==> config.mk <==
export PLATFORM = sky130hd
export DESIGN_NAME = uart_cmd_rx
export DESIGN_NICKNAME = d
export VERILOG_FILES = /design/src/rtl/uart_cmd_rx.sv
export SDC_FILE = /design/constraint.sdc
export NUM_CORES = 1
export LEC_CHECK = 0
export ABC_AREA = 1
export CELL_PAD_IN_SITES_DETAIL_PLACEMENT = 1
export CELL_PAD_IN_SITES_GLOBAL_PLACEMENT = 1
export CORE_ASPECT_RATIO = 1.4
export CORE_MARGIN = 8
export CORE_UTILIZATION = 36
export DETAILED_ROUTE_END_ITERATION = 7
export MAX_ROUTING_LAYER = met4
export PLACE_DENSITY_LB_ADDON = 0.08
export SYNTH_ARGS = -nofsm -noshare
export SYNTH_HDL_FRONTEND = slang
export SYNTH_SLANG_ARGS = --single-unit
==> constraint.sdc <==
create_clock -name clk -period 1.7 [get_ports clk]
set_clock_uncertainty 0.2 [all_clocks]
set_input_delay 0.34 -clock clk [delete_from_list [all_inputs] [get_ports clk]]
set_output_delay 0.34 -clock clk [all_outputs]
set_load 0.05 [all_outputs]
==> src/rtl/uart_cmd_rx.sv <==
// 8N1 UART receiver with 16x oversampling that decodes single-byte commands into one-cycle pulses.
// Define CMD_LOWERCASE_EN to also accept lowercase command letters.
module uart_cmd_rx #(
   parameter int CLK_FREQ = 100_000_000,
   parameter int BAUD     = 9600
) (
   input  logic       clk,
   input  logic       rst,
   input  logic       rx,
   output logic [7:0] rx_data,
   output logic       rx_done,
   output logic       frame_err,
   output logic       o_clear,
   output logic       o_runstop,
   output logic       o_up,
   output logic       o_down,
   output logic       o_mode,
   output logic [2:0] fsm_state
);

   localparam int DIV_RAW = CLK_FREQ / (BAUD * 16);
   localparam int DIV     = (DIV_RAW < 1) ? 1 : DIV_RAW;
   localparam int CW      = (DIV > 1) ? $clog2(DIV) : 1;
   localparam logic [CW-1:0] DIV_LAST = CW'(DIV - 1);

   typedef enum logic [2:0] {
      IDLE      = 3'd0,
      START     = 3'd1,
      DATA      = 3'd2,
      STOP      = 3'd3,
      WAIT_HIGH = 3'd4
   } state_t;

   state_t        state, state_n;
   logic          rx_s1, rx_s;
   logic [CW-1:0] baud_cnt;
   logic          tick;
   logic [3:0]    tick_cnt, tick_cnt_n;
   logic [2:0]    bit_cnt, bit_cnt_n;
   logic [7:0]    shift, shift_n;
   logic [7:0]    data_n;
   logic          done_n, ferr_n;

   assign fsm_state = state;

   // Line is idle-high, so the synchronizer resets to 1 to avoid a false start.
   always_ff @(posedge clk) begin
      if (!rst) begin
         rx_s1 <= 1'b1;
         rx_s  <= 1'b1;
      end else begin
         rx_s1 <= rx;
         rx_s  <= rx_s1;
      end
   end

   always_ff @(posedge clk) begin
      if (!rst)
         baud_cnt <= '0;
      else if (baud_cnt == DIV_LAST)
         baud_cnt <= '0;
      else
         baud_cnt <= baud_cnt + 1'b1;
   end

   assign tick = (baud_cnt == DIV_LAST);

   always_ff @(posedge clk) begin
      if (!rst) begin
         state     <= IDLE;
         tick_cnt  <= 4'd0;
         bit_cnt   <= 3'd0;
         shift     <= 8'h00;
         rx_data   <= 8'h00;
         rx_done   <= 1'b0;
         frame_err <= 1'b0;
      end else begin
         state     <= state_n;
         tick_cnt  <= tick_cnt_n;
         bit_cnt   <= bit_cnt_n;
         shift     <= shift_n;
         rx_data   <= data_n;
         rx_done   <= done_n;
         frame_err <= ferr_n;
      end
   end

   // START checks mid start bit (8 ticks); DATA/STOP then sample every 16 ticks at mid-bit.
   always_comb begin
      state_n    = state;
      tick_cnt_n = tick_cnt;
      bit_cnt_n  = bit_cnt;
      shift_n    = shift;
      data_n     = rx_data;
      done_n     = 1'b0;
      ferr_n     = 1'b0;
      if (tick) begin
         case (state)
            IDLE: begin
               if (!rx_s) begin
                  state_n    = START;
                  tick_cnt_n = 4'd0;
               end
            end
            START: begin
               if (tick_cnt == 4'd7) begin
                  tick_cnt_n = 4'd0;
                  bit_cnt_n  = 3'd0;
                  state_n    = rx_s ? IDLE : DATA;
               end else begin
                  tick_cnt_n = tick_cnt + 4'd1;
               end
            end
            DATA: begin
               if (tick_cnt == 4'd15) begin
                  tick_cnt_n = 4'd0;
                  shift_n    = {rx_s, shift[7:1]};
                  if (bit_cnt == 3'd7)
                     state_n = STOP;
                  else
                     bit_cnt_n = bit_cnt + 3'd1;
               end else begin
                  tick_cnt_n = tick_cnt + 4'd1;
               end
            end
            STOP: begin
               if (tick_cnt == 4'd15) begin
                  tick_cnt_n = 4'd0;
                  if (rx_s) begin
                     data_n  = shift;
                     done_n  = 1'b1;
                     state_n = IDLE;
                  end else begin
                     ferr_n  = 1'b1;
                     state_n = WAIT_HIGH;
                  end
               end else begin
                  tick_cnt_n = tick_cnt + 4'd1;
               end
            end
            WAIT_HIGH: begin
               // A held-low line (break) must not retrigger framing errors.
               if (rx_s)
                  state_n = IDLE;
            end
            default: state_n = IDLE;
         endcase
      end
   end

   always_ff @(posedge clk) begin
      if (!rst) begin
         o_clear   <= 1'b0;
         o_runstop <= 1'b0;
         o_up      <= 1'b0;
         o_down    <= 1'b0;
         o_mode    <= 1'b0;
      end else begin
         o_clear   <= 1'b0;
         o_runstop <= 1'b0;
         o_up      <= 1'b0;
         o_down    <= 1'b0;
         if (rx_done) begin
            case (rx_data)
`ifdef CMD_LOWERCASE_EN
               8'h43, 8'h63: o_clear   <= 1'b1;
               8'h52, 8'h72: o_runstop <= 1'b1;
               8'h55, 8'h75: o_up      <= 1'b1;
               8'h44, 8'h64: o_down    <= 1'b1;
               8'h4D, 8'h6D: o_mode    <= ~o_mode;
`else
               8'h43: o_clear   <= 1'b1;
               8'h52: o_runstop <= 1'b1;
               8'h55: o_up      <= 1'b1;
               8'h44: o_down    <= 1'b1;
               8'h4D: o_mode    <= ~o_mode;
`endif
               default: ;
            endcase
         end
      end
   end

endmodule

# == After elaboration in Yosys (flattened, before gate mapping) ==
# Cells that the tools add are included.
# totals
reg_bits,45
in_bits,3
out_inout_bits,18
word_cells,76
# classes
addsub,3
eq_ne,20
muxes,23
bitwise,2
reduce_logical,13
# op_table
cell,count
$eq A8 B7 Y1 const B,5
$mux W3,10
$pmux W3 S5,1
$ne A2 B2 Y1 const B,7
$mux W4,3
$pmux W4 S3,1
$add A10 B1 Y10 const B,1
$eq A10 B10 Y1 const B,1
$reduce_and A4 Y1,2
$reduce_and A7 Y1,1
$eq A3 B2 Y1 const B,2
$eq A3 B3 Y1 const B,2
$mux W1,6
$pmux W3 S2,1
$reduce_and A3 Y1,2
$reduce_and A5 Y1,1
$add A4 B1 Y4 const B,1
$eq A4 B3 Y1 const B,1
$eq A4 B4 Y1 const B,1
$reduce_and A2 Y1,2
$reduce_or A2 Y1,2
$add A3 B1 Y3 const B,1
$eq A3 B1 Y1 const B,1
$logic_not A3 Y1,1
other kinds (4),5

# == Logic depth before layout (Yosys ltp) ==
# Gate-level depths: netlist of the first run.
# logic_depth
depth_word,4
mapped_depth,11

# == Worst setup path before layout of the first run ==
# No wires, ideal clock.
# synth_path
path_type,reg-to-reg
start,"reg state[1], in the netlist fsm_state[1]"
end,reg rx_data[1]
setup_ps,113
arrival_ps,1528
path_slack_ps,-140
stages_incl_launch_ff,9
cell_sequence,dfxtp_1 > nand2_1 > nor2_2 > inv_2 > nor2_2 > nand3_4 > buf_6 > nor2_1 > nor2_1
# synth_via
elab_chain_cells,2
# synth_lines
element,line_no,source
"start, declared",34,"state_t state, state_n;"
"start signal, assigned",78,state <= state_n;
$eq A3 B2 Y1,98,case (state)
$reduce_and A4 Y1 (no line),n/a,
"end signal, assigned",82,rx_data <= data_n;
"end, declared",10,"output logic [7:0] rx_data,"
# Every way passes these cells.
# A chain may end at the register's enable or synchronous reset.

# == Final worst setup path of the first run ==
# layout_path
start,reg baud_cnt[0]
end,reg shift[7]
# layout_via
elab_chain_cells,2
# layout_lines
element,line_no,source
"start, declared",36,logic [CW-1:0] baud_cnt;
"start signal, assigned",63,baud_cnt <= baud_cnt + 1'b1;
$eq A10 B10 Y1,66,assign tick = (baud_cnt == DIV_LAST);
$reduce_and A3 Y1 (no line),n/a,
"end signal, assigned",81,shift <= shift_n;
"end, declared",40,"logic [7:0] shift, shift_n;"
# Every way passes these cells.

==> results of run 1 <==
## final cells by class
class	instances	area (um2)	area share [%]
sequential	45	911	30.1
timing repair buffer	43	577	19.1
multi-input combinational	216	1180	39.0
clock buffer	7	96.3	3.19
tap	70	87.6	2.90
clock inverter	1	5.00	0.166
inverter	44	165	5.47
## worst max path at each step
stage	start	to	cells after the start
6_report	baud_cnt[0]	shift[7]	11
5_1_grt	baud_cnt[0]	shift[7]	11
4_1_cts	baud_cnt[0]	fsm_state[2]	10
3_5_place_dp	rst	o_down	6
3_3_place_gp	rst	o_down	6
2_1_floorplan	baud_cnt[0]	rx_data[1]	10
## timing repair
action | CTS | global route
cloned | 2 | 0
setup buffers | 0 | 5
setup endpoints to repair | 15 | 31
pin swaps | 3 | 11
resized for setup | 3 | 37
## power by group
| group | switching [mW] | internal, mW |
|---|---|---|
| clock | 0.359 | 0.368 |
| combinational | 0.0370 | 0.0337 |
| sequential | 0.00969 | 1.06 |
## cells by family (layout without fill, tap and decap cells)
group | after synthesis | in the layout | synth area share, %
fa+ha+maj | 5 | 5 | 2.92
buf+inv | 49 | 95 | 9.45
xor+xnor | 2 | 2 | 0.817
flops | 45 | 45 | 42.0
compound gates | 15 | 15 | 3.68
simple gates | 192 | 194 | 41.1
## stage by stage
step | std cells | area (um2)
finish | 426 | 3020
global route | 426 | 3020
CTS | 421 | 2850
detailed placement | 411 | 2710
global placement | 411 | 2710
floorplan | 308 | 2150
## layout by cell type, fill, tap and decap left out
master,netlist,final
sky130_fd_sc_hd__o21ai_0,2,2
sky130_fd_sc_hd__clkinv_2,0,1
sky130_fd_sc_hd__o21ai_2,0,2
sky130_fd_sc_hd__inv_2,8,9
sky130_fd_sc_hd__ha_2,0,1
sky130_fd_sc_hd__nor2_4,1,5
sky130_fd_sc_hd__clkdlybuf4s50_1,0,2
sky130_fd_sc_hd__nand4_1,2,2
sky130_fd_sc_hd__nor3b_1,2,2
sky130_fd_sc_hd__nand3_2,0,2
sky130_fd_sc_hd__nor4_1,4,3
sky130_fd_sc_hd__a21oi_1,9,9
sky130_fd_sc_hd__ha_1,5,3
sky130_fd_sc_hd__nor4_2,0,1
sky130_fd_sc_hd__xor2_1,1,1
sky130_fd_sc_hd__nor2_8,1,1
sky130_fd_sc_hd__nor2_2,5,7
sky130_fd_sc_hd__buf_4,1,19
sky130_fd_sc_hd__dfxtp_2,0,8
sky130_fd_sc_hd__a31oi_1,1,1
sky130_fd_sc_hd__o211ai_1,1,1
sky130_fd_sc_hd__or2_2,2,2
sky130_fd_sc_hd__nor3_1,6,6
sky130_fd_sc_hd__clkbuf_8,0,7
sky130_fd_sc_hd__nand2_2,5,14
sky130_fd_sc_hd__nand2_4,0,1
sky130_fd_sc_hd__ha_4,0,1
sky130_fd_sc_hd__dfxtp_1,45,37
sky130_fd_sc_hd__nor2_1,62,56
sky130_fd_sc_hd__buf_6,2,3
sky130_fd_sc_hd__nand3b_1,4,4
sky130_fd_sc_hd__xnor2_1,1,1
sky130_fd_sc_hd__nand3_4,3,5
sky130_fd_sc_hd__nand2_1,78,68
sky130_fd_sc_hd__inv_1,36,35
sky130_fd_sc_hd__buf_12,0,19
sky130_fd_sc_hd__nand3_1,17,15
## worst register-to-register path: stages (launching register included)
cell and delay (ns):
sky130_fd_sc_hd__dfxtp_2 0.33, sky130_fd_sc_hd__inv_2 0.06, sky130_fd_sc_hd__ha_4 0.13, sky130_fd_sc_hd__nand2_4 0.05
sky130_fd_sc_hd__nor2_4 0.12, sky130_fd_sc_hd__inv_2 0.07, sky130_fd_sc_hd__nor2_8 0.19, sky130_fd_sc_hd__buf_12 0.13
sky130_fd_sc_hd__nand3_4 0.11, sky130_fd_sc_hd__nand2_2 0.10, sky130_fd_sc_hd__nand2_1 0.08, sky130_fd_sc_hd__nor2_1 0.13
## sequential cells by signal, summed over array words and instances (netlist names)
name       cells
baud_cnt      10
rx_data        8
shift          8
tick_cnt       4
bit_cnt        3
fsm_state      3
frame_err      1
o_clear        1
o_down         1
o_mode         1
o_runstop      1
o_up           1
rx_done        1
rx_s           1
rx_s1          1
## routing by layer
metal	routed length (um)	up-vias	GRT usage [%]
met1	2420	968	14.7
met3	156	5	2.34
met4	44	0	3.46
met2	2820	22	22.9
met5	0	-	-
li1	-	1048	-
==> results list, run 1 <==
- After detailed routing, the total wire length is around 5400 um.
- Peak supply drop: between 0.0003 and 0.0004 V
- Clock transition at path regs: 0.09 ns
- Critical path capture point type: register
- Most used standard cells in the synthesized netlist: sky130_fd_sc_hd__nand2_1 (78), sky130_fd_sc_hd__nor2_1 (62), sky130_fd_sc_hd__dfxtp_1 (45)
* Launch instance of the worst min-delay path: rx_s1
- Dividing the final minimum period by the clock period gives 102%.
* Initial DRC Count: between 50 and 60
* Cell with the most instances after synthesis: sky130_fd_sc_hd__nand2_1
* Setup Slack @ Placement: -0.0830 ns
* Dominant cell type by area after synthesis: sky130_fd_sc_hd__dfxtp_1
* Antenna violations before repair: 0
- Number of buffers inserted by port buffering: 20
* Static Leakage: 1.38 nW
- CTS sink cnt: 45
- CP max stage delay: about 0.33 ns
- Fin Setup TNS: -0.0404 ns
* Reg2Reg Setup Slack: -0.04 ns
* Number of hold violations in the final report: 0
- Die area: 8720 um2
- TritonCTS built the clock tree.
- Element type at the critical path start: register
* Total count of max-transition violations in the final report: 0
- Violations in the final reports: setup timing
* Top-area cell type share of the netlist area: approximately 42%
- Count of mapped cells out of synthesis: ~310
- Starting density of the core: a little under two fifths
- The first detailed-routing pass ran for 3 iterations.
- Remaining number of nets flagged by the antenna check after routing: 0
- In this run the worst path has a maximum fanout of 8.
- Yosys attributes the largest share of cell area to sky130_fd_sc_hd__dfxtp_1 (42%), sky130_fd_sc_hd__nand2_1 (14%), sky130_fd_sc_hd__nor2_1 (11%), sky130_fd_sc_hd__inv_1 (6.3%), sky130_fd_sc_hd__nand3_1 (4.0%).
- Actual transition at the worst max-transition pin: between 0.2 and 0.3 ns
* Pin count of the biggest net entering global routing: 21
- Source-to-sink clock delay at the later pin of the worst-skew pair: 0.29 ns
- Final estimated routing congestion in global placement: 0.831
- In this run the vertical extent of the chip is around 110 um.
- Family with the most delay on the worst path: simple AND/OR/NAND/NOR gates
* Total global routing overflow: 0
- Max-capacitance violation count: 0
- Wire length of the first global-routing pass: approximately 9000 um
- Yosys printed 0 warnings.
- Counting along the longest clock path gives a buffer depth of 2.
- Number of enable flip-flop cells after synthesis: 0
* Cell with the largest stage delay on the worst path: sky130_fd_sc_hd__dfxtp_2
- HP Class: register to register
- Along the worst hold path, the cell count comes to 1.
* Kind of critical path: register to register
* Result of the run: finished with violations
* Routed length per instance: 12.8 um
- The worst hold path terminates at rx_s.
- For this block, the via count after detailed routing is between 2000 and 2500.
- Among all flip-flop cells after synthesis, the most frequent one is sky130_fd_sc_hd__dfxtp_1.
- Share of async-settable or async-resettable flops after synthesis: 0%
* Synthesis-stage register bit count: 45
- Setup violations remaining at the end of the flow were counted as 1.
- The worst pin sits at a relative slew slack of between 80% and 90%.
- After legalization and detailed placement, the total HPWL measured just under 4000 um.
- Master cell of the clock root buffer: sky130_fd_sc_hd__clkbuf_8
* Worst path arrival time: roughly 1.8 ns
- Setup slack after layout: -0.0404 ns
- Sequential-to-total area share from yosys stat: 42.0%
- Netlist area before placement: 2140 um2
- Remaining DRCs: 0
- Subtracting the final worst setup slack from the clock period gives about 1.7 ns.
- Hold-fix buffers at CTS: 0
- Vias per std cell: approximately 4.8
* Average instance area after synthesis: a little under 7 um2
- Cell with the most instances on the worst path: sky130_fd_sc_hd__inv_2
- Post-synthesis to final-layout area growth: 40.9%
- Measured in cells, the most critical reg-to-reg path has a length of 11.
* Fraction of final layout cells with drive strength greater than 1: between 30% and 40%
- Count of buffering cells on the critical path with inverters included: 3
- Die X: 81.2 um
- Global routing consumed, over all layers together, about an eighth of the routing resources.
- Counting the fill cells in the layout gives about 700.
- Highest clock frequency the design can meet: between 500 and 600 MHz
- Number of inserted diodes: 0
- Buffers inserted during clock tree synthesis total 5.
* Reg-to-reg critical path endpoint: shift[7]
- Power comes to ~1.9 mW.
* Number of global-route vias before repair: approximately 2100
- The core region is slightly below 6000 um2.
* FF-to-FF Start: baud_cnt[0]
* Count of standard-cell rows: 33
- Required time of the critical path: 1.73 ns
- Synth unique cells: 28
* Synthesized net count: 316
- Final hold analysis gives a worst-case slack of roughly 0.22 ns.
* Power density over the cells: 619 nW/um2
- H-tree lvl count: 2
* Post-route core utilization: 51.9%
- During I/O placement, the number of pins put on the boundary was 21.
* Setup repair after global routing missed its margin: yes
- CP Cell Sequence: inv_2, ha_4, nand2_4, nor2_4, inv_2, nor2_8, buf_12, nand3_4, nand2_2, nand2_1, nor2_1
* Total number of nets in the final design: 363
No activity file was read; power rests on OpenSTA's default activity.
==> run 2, diff against run 1 <==
--- a/config.mk
+++ b/config.mk
@@ -13,7 +13,7 @@
 export CORE_UTILIZATION = 36
 export DETAILED_ROUTE_END_ITERATION = 7
 export MAX_ROUTING_LAYER = met4
-export PLACE_DENSITY_LB_ADDON = 0.08
+export PLACE_DENSITY_LB_ADDON = 0.15
 export SYNTH_ARGS = -nofsm -noshare
 export SYNTH_HDL_FRONTEND = slang
 export SYNTH_SLANG_ARGS = --single-unit
==> run 2 against run 1 <==
The flow still finishes with violations (setup timing). Routed wire length rose by 0.63%. Count of clock-buffer cells in the layout fell by 2. Setup slack improved by 0.033 ns. First-iteration DRC count rose by 5.6%. Sequential power barely moved. Via count fell by 0.54%. Global-route usage rose by 0.10 points. Non-clock buffer count fell by 4. Die area did not move. Total power rose by 6.3%. Largest power group unchanged.
==> results list, run 2 (same netlist as run 1, synthesis figures left out) <==
- The TritonCTS sink count was 45 (unchanged).
- Static Leakage: 1.38 nW (-0.47%)
- The number of standard-cell rows in the floorplan came to 33 (unchanged).
- Source-to-sink clock delay at the later pin of the worst-skew pair: 0.31 ns (+0.02 ns)
- Final Hold Slack: 0.223 ns (+0.00496 ns)
- The number of global-route vias before repair is 2076 (+0.048%).
* Routed length per instance: 13.0 um (+1.6%)
- Maximum buffer depth of the clock tree: 2 (unchanged)
* Worst slew margin relative to its limit: 80.7% (+0.60 points)
- Placed Area: 2710 um2 (unchanged)
- Number of buffers inserted by port buffering: 20 (unchanged)
* Final std cell area, no fill: 3060 um2 (+1.2%)
- The library cell used most frequently in the layout, excluding fill and tap cells, is sky130_fd_sc_hd__nand2_1.
- The maximum clock frequency is 586 MHz (+1.9%).
- The total clock buffers created by CTS is 5 (unchanged).
- The total half-perimeter wirelength after legalization and detailed placement is 3900 um (-0.90%).
- Remaining DRCs: 0 (unchanged)
- The final count of negative-setup-slack endpoints was 1 (unchanged).
- The count of nets after finishing came to 359 (-1.1%).
* Final estimated routing congestion in global placement: 0.817 (-1.8%)
- The maximum number of pins on one net before global-route repair is 21 (unchanged).
- Top-level I/O count: 21 (unchanged)
- Height of the die: 107 um (unchanged)
* Share of the cycle needed by the critical path after routing: 100% (-1.9 points)
* Reg2Reg Setup Slack: -0.007 ns (+0.03 ns)
* Kind of critical path: register to register
- Top fanout value on the critical path: 8 (unchanged)
- The sequential standard cell area is 911 um2 (unchanged).
- The register with the most flip-flops in the final layout is baud_cnt.
- H-tree lvl count: 2 (unchanged)
* HP Class: register to register
- The die span in x was 81.2 um (unchanged).
- Required time of the critical path: 1.70 ns (-0.03 ns)
* Starting density of the core: 36.8% (unchanged)
- Master cell of the clock root buffer: sky130_fd_sc_hd__clkbuf_8
- The number of vias in the routed layout came to 2032 (-0.54%).
- Critical path capture point type: register
- The area of the multi-input gates was 1240 um2 (+5.4%).
- Number of hold violations in the final report: 0 (unchanged)
- STA classifies the critical path startpoint as a register.
* Total global routing overflow: 0 (unchanged)
- The number of max-capacitance violations reported is 0 (unchanged).
- Worst path arrival time: 1.70 ns (-0.07 ns)
- Violations in the final reports: setup timing
* Peak supply drop: 0.000427 V (+42%)
* Fraction of final layout cells with drive strength greater than 1: 32.7% (+2.3 points)
- The area growth from synthesis to layout is 42.5%.
- Final WL: 5470 um (+0.63%)
- The wire length of the first global-routing pass was 9020 um (-0.61%).
- In the layout the commonest cells are sky130_fd_sc_hd__nand2_1 (66), sky130_fd_sc_hd__nor2_1 (51), sky130_fd_sc_hd__dfxtp_1 (37).
- Initial DRC Count: 57 (+5.6%)
- Total count of max-transition violations in the final report: 0 (unchanged)
- The mean number of vias per cell was 4.82 (+0.40%).
* Flip-flop count of the largest register, all copies and words added: 10 (unchanged)
- Minimum clock period after layout: 1.71 ns (-0.0331 ns)
* Number of inserted diodes: 0 (unchanged)
- Die area: 8720 um2 (unchanged)
* Overall Global Routing Usage: 13.2% (+0.10 points)
- The placeable core area is 5820 um2 (unchanged).
- Setup slack after layout: -0.00730 ns (+0.0331 ns)
- Actual transition at the worst max-transition pin: 0.288 ns (-0.00900 ns)
- The run finished, with violations left.
* Largest registers in the final layout: baud_cnt (10), rx_data (8), shift (8)
- First-pass iteration count of the detailed router: 4 (+1)
* Fill cell instance count of the final layout: 709 (-0.84%)
* Clock transition at path regs: 0.09 ns (about the same)
* Clock tree from TritonCTS: built
- Setup repair after global routing missed its margin: yes
- The share of the core filled with cells in the final layout is 52.5% (+0.60 points).
- Antenna violations before repair: 0 (unchanged)
* Remaining number of nets flagged by the antenna check after routing: 0 (unchanged)
- Power density over the cells: 650 nW/um2 (+5.1%)
-- run 2: cell count changes in the layout (fill, tap and decap cells not counted), moves of 2 or more --
cell,change
sky130_fd_sc_hd__nor2_1,-5
sky130_fd_sc_hd__buf_4,-3
sky130_fd_sc_hd__clkbuf_8,-2
sky130_fd_sc_hd__nor2_2,+4
sky130_fd_sc_hd__nor3_2,+2
sky130_fd_sc_hd__nor3_1,-2
sky130_fd_sc_hd__nand2_1,-2
-- run 2: path summary, 6_finish.rpt --
kind,startpoint,to,depth (start not counted)
setup / recovery,baud_cnt[0],shift[5],9
hold / removal,rx_s1,rx_s,1
setup reg to reg,baud_cnt[0],shift[5],9
hold reg to reg,rx_s1,rx_s,1
-- run 2: report_power, final --
part	switching, mW	total [mW]	internal (mW)	leakage (nW)
clock	0.401	0.842	0.441	0.0543
combinational	0.0382	0.0728	0.0346	0.954
sequential	0.00938	1.07	1.06	0.367
-- run 2: timing repair --
| item | 4_1_cts | 5_1_grt |
|---|---|---|
| buffers inserted | 0 | 1 |
| endpoints found under the setup margin | 7 | 36 |
| pin swaps | 3 | 11 |
| gates resized for setup | 0 | 55 |
| gates cloned | 1 | 1 |
| hold buffers | 0 | 0 |
-- run 2: metal layers --
layer  track usage (%)  share of wire (%)
met1              14.2                 43
met2              22.7                 52
met3              2.76                3.2
met4              5.38                1.7
met5                 -                  0
-- run 2: critical path, cell delays in order (launching register included) --
cell and delay [ns]:
sky130_fd_sc_hd__dfxtp_2 0.33, sky130_fd_sc_hd__inv_2 0.05, sky130_fd_sc_hd__ha_4 0.12, sky130_fd_sc_hd__nand2_4 0.05, sky130_fd_sc_hd__nor2_4 0.11, sky130_fd_sc_hd__inv_2 0.06, sky130_fd_sc_hd__nor2_8 0.24, sky130_fd_sc_hd__nand3_4 0.20
sky130_fd_sc_hd__o21ai_2 0.17, sky130_fd_sc_hd__nor2_1 0.06
-- run 2: through the flow --
stage                     instances   TNS, ns  setup WS (ns)  power, mW
final                           422  -0.00730       -0.00730       1.99
after global routing            422     -1.36         -0.119       2.07
after CTS                       420   -0.0789        -0.0255       2.00
after detailed placement        411   -0.0954        -0.0463       1.16
after global placement          411   -0.0609        -0.0609       1.16
after floorplan                 308         0         0.0867       1.12
-- run 2: cell type report --
class                           count  share of cell area (%)
Clock buffer                        5                    2.25
Clock inverter                      3                    1.51
Inverter                           44                    5.40
Multi-Input combinational cell    216                    40.7
Sequential cell                    45                    29.8
Tap cell                           70                    2.87
Timing Repair Buffer               39                    17.5
